$ cat config.mk
export PLATFORM = sky130hd
export DESIGN_NAME = midi_uart_rx
export DESIGN_NICKNAME = d
export VERILOG_FILES = /design/src/rtl/midi_uart_rx.sv
export SDC_FILE = /design/constraint.sdc
export NUM_CORES = 1
export LEC_CHECK = 0
export CAP_MARGIN = 20
export CORE_ASPECT_RATIO = 0.7
export CORE_UTILIZATION = 45
export CTS_BUF_LIST = sky130_fd_sc_hd__clkbuf_8
export DETAILED_ROUTE_END_ITERATION = 7
export GPL_ROUTABILITY_DRIVEN = 0
export PLACE_DENSITY_LB_ADDON = 0.1
export SLEW_MARGIN = 25
export SYNTH_ARGS = -nofsm -noshare
export SYNTH_HDL_FRONTEND = slang
export SYNTH_SLANG_ARGS = --single-unit
$ cat constraint.sdc
create_clock -name clk -period 1.7 [get_ports clk]
set_input_delay 0.34 -clock clk [delete_from_list [all_inputs] [get_ports clk]]
set_output_delay 0.34 -clock clk [all_outputs]
set_load 0.005 [all_outputs]
$ cat src/rtl/midi_uart_rx.sv
// MIDI 8N1 serial receiver with a 2-flop input synchronizer and mid-bit sampling.
// Optional MIDI_RX_REALTIME_FILTER_EN drops system real-time bytes (F8..FF).
module midi_uart_rx #(
   parameter int CLK_FREQ = 50_000_000,
   parameter int BAUD     = 31250
) (
   input  logic       clk,
   input  logic       reset,
   input  logic       midi_rx,
   output logic [7:0] midi_data,
   output logic       midi_valid,
   output logic       framing_error
);

   localparam int CLKS_PER_BIT = CLK_FREQ / BAUD;
   localparam int HALF_BIT     = CLKS_PER_BIT / 2;
   localparam int TW           = $clog2(CLKS_PER_BIT);

   localparam logic [TW-1:0] BIT_LAST  = TW'(CLKS_PER_BIT - 1);
   localparam logic [TW-1:0] HALF_LAST = TW'(HALF_BIT - 1);

   localparam logic [2:0] S_IDLE      = 3'd0;
   localparam logic [2:0] S_START     = 3'd1;
   localparam logic [2:0] S_DATA      = 3'd2;
   localparam logic [2:0] S_STOP      = 3'd3;
   localparam logic [2:0] S_WAIT_IDLE = 3'd4;

   logic          sync1_q, sync2_q;
   logic [2:0]    state_q, state_d;
   logic [TW-1:0] timer_q, timer_d;
   logic [2:0]    bit_idx_q, bit_idx_d;
   logic [7:0]    shift_q, shift_d;
   logic [7:0]    data_q, data_d;
   logic          valid_q, valid_d;
   logic          ferr_q, ferr_d;
   logic          line;
   logic          accept;

   assign line = sync2_q;

`ifdef MIDI_RX_REALTIME_FILTER_EN
   assign accept = (shift_q[7:3] != 5'b11111);
`else
   assign accept = 1'b1;
`endif

   always_comb begin
      state_d   = state_q;
      timer_d   = timer_q;
      bit_idx_d = bit_idx_q;
      shift_d   = shift_q;
      data_d    = data_q;
      valid_d   = 1'b0;
      ferr_d    = 1'b0;
      case (state_q)
         S_IDLE: begin
            timer_d = '0;
            if (!line) begin
               state_d = S_START;
            end
         end
         S_START: begin
            if (timer_q == HALF_LAST) begin
               timer_d   = '0;
               bit_idx_d = '0;
               state_d   = line ? S_IDLE : S_DATA;
            end else begin
               timer_d = timer_q + TW'(1);
            end
         end
         S_DATA: begin
            if (timer_q == BIT_LAST) begin
               timer_d            = '0;
               shift_d[bit_idx_q] = line;
               bit_idx_d          = bit_idx_q + 3'd1;
               if (bit_idx_q == 3'd7) begin
                  state_d = S_STOP;
               end
            end else begin
               timer_d = timer_q + TW'(1);
            end
         end
         S_STOP: begin
            if (timer_q == BIT_LAST) begin
               timer_d = '0;
               if (line) begin
                  state_d = S_IDLE;
                  if (accept) begin
                     data_d  = shift_q;
                     valid_d = 1'b1;
                  end
               end else begin
                  state_d = S_WAIT_IDLE;
                  ferr_d  = 1'b1;
               end
            end else begin
               timer_d = timer_q + TW'(1);
            end
         end
         S_WAIT_IDLE: begin
            // A held-low line is a break; wait for it to end before rearming.
            timer_d = '0;
            if (line) begin
               state_d = S_IDLE;
            end
         end
         default: begin
            state_d = S_IDLE;
            timer_d = '0;
         end
      endcase
   end

   always_ff @(posedge clk) begin
      if (reset) begin
         sync1_q   <= 1'b1;
         sync2_q   <= 1'b1;
         state_q   <= S_IDLE;
         timer_q   <= '0;
         bit_idx_q <= '0;
         shift_q   <= '0;
         data_q    <= 8'h00;
         valid_q   <= 1'b0;
         ferr_q    <= 1'b0;
      end else begin
         sync1_q   <= midi_rx;
         sync2_q   <= sync1_q;
         state_q   <= state_d;
         timer_q   <= timer_d;
         bit_idx_q <= bit_idx_d;
         shift_q   <= shift_d;
         data_q    <= data_d;
         valid_q   <= valid_d;
         ferr_q    <= ferr_d;
      end
   end

   assign midi_data     = data_q;
   assign midi_valid    = valid_q;
   assign framing_error = ferr_q;

endmodule

# After elaboration in Yosys (flattened, before gate mapping)
# Index checks and enable logic that the tools add are counted.
# classes
magnitude_cmp	2
reduce_logical	9
eq_ne	13
n_bitwise	2
mux	20
addsub	2
# ops
op	n
3-bit two-way mux	9
11-bit two-way mux	2
11-bit one-hot mux with 2 select lines	1
3-bit one-hot mux with 5 select lines	1
2-bit inequality test (second input constant)	6
11-bit by 1-bit adder with 11-bit output (second input constant)	1
11-bit by 10-bit == test with 1-bit output (second input constant)	1
11-bit == test (second input constant)	1
8-bit bitwise mux	1
3-bit by 2-bit == test with 1-bit output (second input constant)	2
3-bit == test (second input constant)	2
3-bit one-hot mux with 2 select lines	1
3-bit AND reduction	2
6-bit AND reduction	1
3-bit by 4-bit < comparator with 1-bit output (second input constant)	1
3-bit by 1-bit adder with 3-bit output (second input constant)	1
1-bit demux with 3-bit select	1
3-bit by 1-bit == test with 1-bit output (second input constant)	1
3-bit by 1-bit >= comparator with 1-bit output (second input constant)	1
3-bit logical NOT	1
1-bit two-way mux	3
3-bit OR reduction	1
2-bit two-way mux	1
1-bit NOT	2
other kinds (4)	4
# word_totals
output_inout_bits	10
register_bits	37

# Depth between registers and ports, before layout
# logic_depth
ltp_word	5
ltp_mapped	7
ltp_nobuf	5

# Worst setup path before layout
# OpenSTA, ideal clock, no wires.
# synth_path
kind	register to register
from	register state_q[0]
to	register bit_idx_q[0]
setup_slack_ns	-0.074
path_stages_with_launch	6
arrival_time_ns	1.652
t_required_ns	1.579
cell_sequence	dfxtp_1 buf_4 or3b_4 or3b_4 a21boi_4 mux2_4
# synth_via
elab_chain_len	3
word_cells_on_any_way	7
cone_classes	eq/ne: 4; mux: 1; reduce/logical: 2
# synth_lines
item	line	rtl
from (decl)	29	logic [2:0] state_q, state_d;
from (signal assigned)	128	state_q <= state_d;
3-bit by 2-bit == test with 1-bit output or 3-bit by 1-bit == test with 1-bit output (tied branches)	55	case (state_q)
2-bit inequality test (no line) or 2-bit nonzero test (tied branches)	n/a	
3-bit AND reduction (no line)	n/a	
to (signal assigned)	130	bit_idx_q <= bit_idx_d;
to (decl)	31	logic [2:0] bit_idx_q, bit_idx_d;
# Parallel ways exist; a longest one is shown, timed or not.
# A chain may end at the register's enable or synchronous reset.

# Worst setup path in the final report
# layout_path
from	register state_q[2]
to	register bit_idx_q[0]
# The elaborated chain is that of the path after synthesis.

==> flow_summary.ini <==
[routing]
vias = 1608
via_per_inst = 5.66
drt_iter0_markers = 183
routed_wl_um = 4450
drt_first_pass_iters = 4
drtAntennaViolNets = 0
route.detailed.drc = 0
wl_per_cell_um = 15.7

[synth]
synth_seq_area_share = 0.426
synth_area_leaders = dfxtp_1 43%, o31ai_1 6.0%, nand4_1 5.4%, xor2_1 3.5%, nor2_1 3.0%
synth_top_area_frac = 0.426
synth_warnings = 0
synthArstFlopShare = 0
ys_ff_latch = 37
synth_ff_type = dfxtp_1
synth_edf_count = 0
syn_inst = 185
synth_top_cell_by_area = dfxtp_1
yosys.cell_types.count = 44
avgSynthCellArea_um2 = 9.40
syn_nets = 191
netlist_area_mm2 = 0.00174

[timing]
finalCritPeriodShare = 1.02
fin_skew_ns = 0.00525
worst_slack_ns = -0.0260
setup_viol = 2
final.setup.tns_ns = -0.0362
whs_ns = 0.419
post-route-min-period_ns = 1.73
tightest_slew_ns = 0.395
max_slew_margin = 0.735
rsz0062_at_grt = true
fmax_ghz = 0.579
slew_viol_final = 0
hold_violations = 0

[layout]
antenna_cells = 0
layout_commonest_cell = buf_4
nFillCells = 272
nNetsFinal = 240
layout_common_cells = 34 x buf_4, 30 x dfxtp_1, 15 x nand4_1
area_delta_synth_final_pct = 39.8
final_layout_size_suffix_gt1_frac = 0.372
finalInstanceArea_mm2 = 0.00243
final-instance-count-excl-fill = 284

[worst_setup_path]
path_max_fanout = 5
start_kind = flip-flop
reg2reg_depth = 4
arrival_ns = 1.91
crit_path_max_incr_delay_ns = 0.41
crit_path_end_kind = flip-flop
slowest_stage = or3b_4
critPathMostFrequentCell = or3b_4
r2r_start = state_q[2]
reg2reg_to = bit_idx_q[0]
r2r_slack_ns = -0.03
crit_type = flip-flop to flip-flop
cp-startpoint = state_q[2]
endpoint = bit_idx_q[0]
required_ns = 1.88
crit_chain = or3b_4 > or3b_4 > a21boi_4 > mux2_4

[global_route]
grt_use_total = 0.220
antenna_found_initial = 0
grt_pass1_wl_um = 6700
grt_max_degree = 25
gr-total-overflow = 0
grt_pass1_vias = 1388

[clocking]
clock_latency_ns = 0.29
holdBufCountCts = 0
cts.sinks = 37
cts_max_path_buffers = 2
h-tree-depth = 2
cts.clk_slew.worst_paths_ns = 0.07
cts_made_buffers = 5
cts_tree = built
clockRootBuffer = clkbuf_8

[die]
die_area_mm2 = 0.00412
initial_core_util = 0.483
io_pins = 13
core-area_mm2 = 0.00360
die_w_um = 76.3
die_h_um = 54.0
fp-row-count = 18

[pwr]
p_leak_uw = 0.000850
peakVddDrop_v = 0.000478
power_density_mw_per_mm2 = 635

[placed_design]
placed_cells = 268
dpl_worst_slack_ns = -0.149
place.detailed.hpwl_um = 3020
numPortBuffers = 12
placed_area_mm2 = 0.00211

[outcome]
status = finished with violations
violations = negative setup slack

[job]
cap_violations = 0

[worst_hold_path]
min_path_type = flip-flop to flip-flop
-- worst min-delay path by stage --
stage | start | endpoint | slack (ns) | cells past startpoint
global route | sync1_q | line | 0.43 | 1
finish | sync1_q | line | 0.42 | 1
global placement | sync1_q | line | 0.40 | 1
CTS | sync1_q | line | 0.42 | 1
floorplan | sync1_q | line | 0.39 | 1
detailed placement | sync1_q | line | 0.41 | 1
-- cells by family (layout without fill, tap and decap cells) --
family | after synthesis | in the layout | share of synthesized area
AND/OR/NAND/NOR | 79 | 79 | 0.290
AO/OA/AOI/OAI | 39 | 39 | 0.155
flip-flops | 37 | 37 | 0.426
XOR/XNOR | 9 | 9 | 0.0453
multiplexers | 4 | 4 | 0.0259
buffers and inverters | 14 | 63 | 0.0360
adder cells (fa/ha/maj) | 3 | 3 | 0.0216
-- worst max-delay path: cells and delay by family, from the launching register on --
family	cells	cell delay [ns]
DFF	1	0.35
muxes	1	0.31
AOI/OAI and AO/OA	1	0.15
and+or+nand+nor	2	0.80
-- Yosys cell counts (3+ instances only) --
cell / number
nand2_1: 7
nand4_1: 15
mux2i_1: 3
nand3b_1: 3
nor2b_1: 8
nand3_1: 5
o31ai_1: 14
or3b_4: 3
o21ai_1: 6
nor2_1: 14
a21oi_1: 10
xor2_1: 7
clkbuf_1: 7
dfxtp_1: 37
nor3_1: 5
ha_1: 3
-- stage by stage --
stage | utilization | power [uW]
floorplan | - | 915
global placement | 0.586 | 934
detailed placement | 0.586 | 935
CTS | 0.644 | 1550
global route | 0.675 | 1590
finish | 0.675 | 1540
-- layout make-up --
cell class	count	area, um2	share of cell area
well taps	50	62.6	0.0257
multi-input cells	134	1060	0.438
flip-flops and latches	37	752	0.309
repair buffers	53	454	0.187
clock inverters	1	3.75	0.00154
clock buffers	6	82.6	0.0340
inverters	3	11.3	0.00463
-- per-layer routing --
metal	global-route usage	part of all wire	wire (um)
met3	0.0508	0.055	243
met1	0.298	0.49	2190
met2	0.327	0.43	1920
met5	0	0	0
met4	0.125	0.023	104
-- flip-flops by register name, indices dropped and copies added, names as in the netlist --
register / count
midi_data: 8
timer_q: 11
framing_error: 1
shift_q: 8
midi_valid: 1
state_q: 3
line: 1
bit_idx_q: 3
sync1_q: 1
-- timing repair --
| item | 4_1_cts | 5_1_grt |
|---|---|---|
| gates resized for setup | 20 | 23 |
| gates cloned | 2 | 0 |
| endpoints found under the setup margin | 25 | 33 |
| pin swaps | 7 | 4 |
| setup buffers | 6 | 1 |
-- where the power goes --
part / switching [uW] / total (uW) / leakage [uW] / internal, uW
Combinational: 30.3 / 47.7 / 0.000499 / 17.4
Clock: 308 / 624 / 0.0000485 / 316
Sequential: 3.01 / 871 / 0.000302 / 868
Total: 341 / 1540 / 0.000850 / 1200
(Power assumes the default switching activity.)
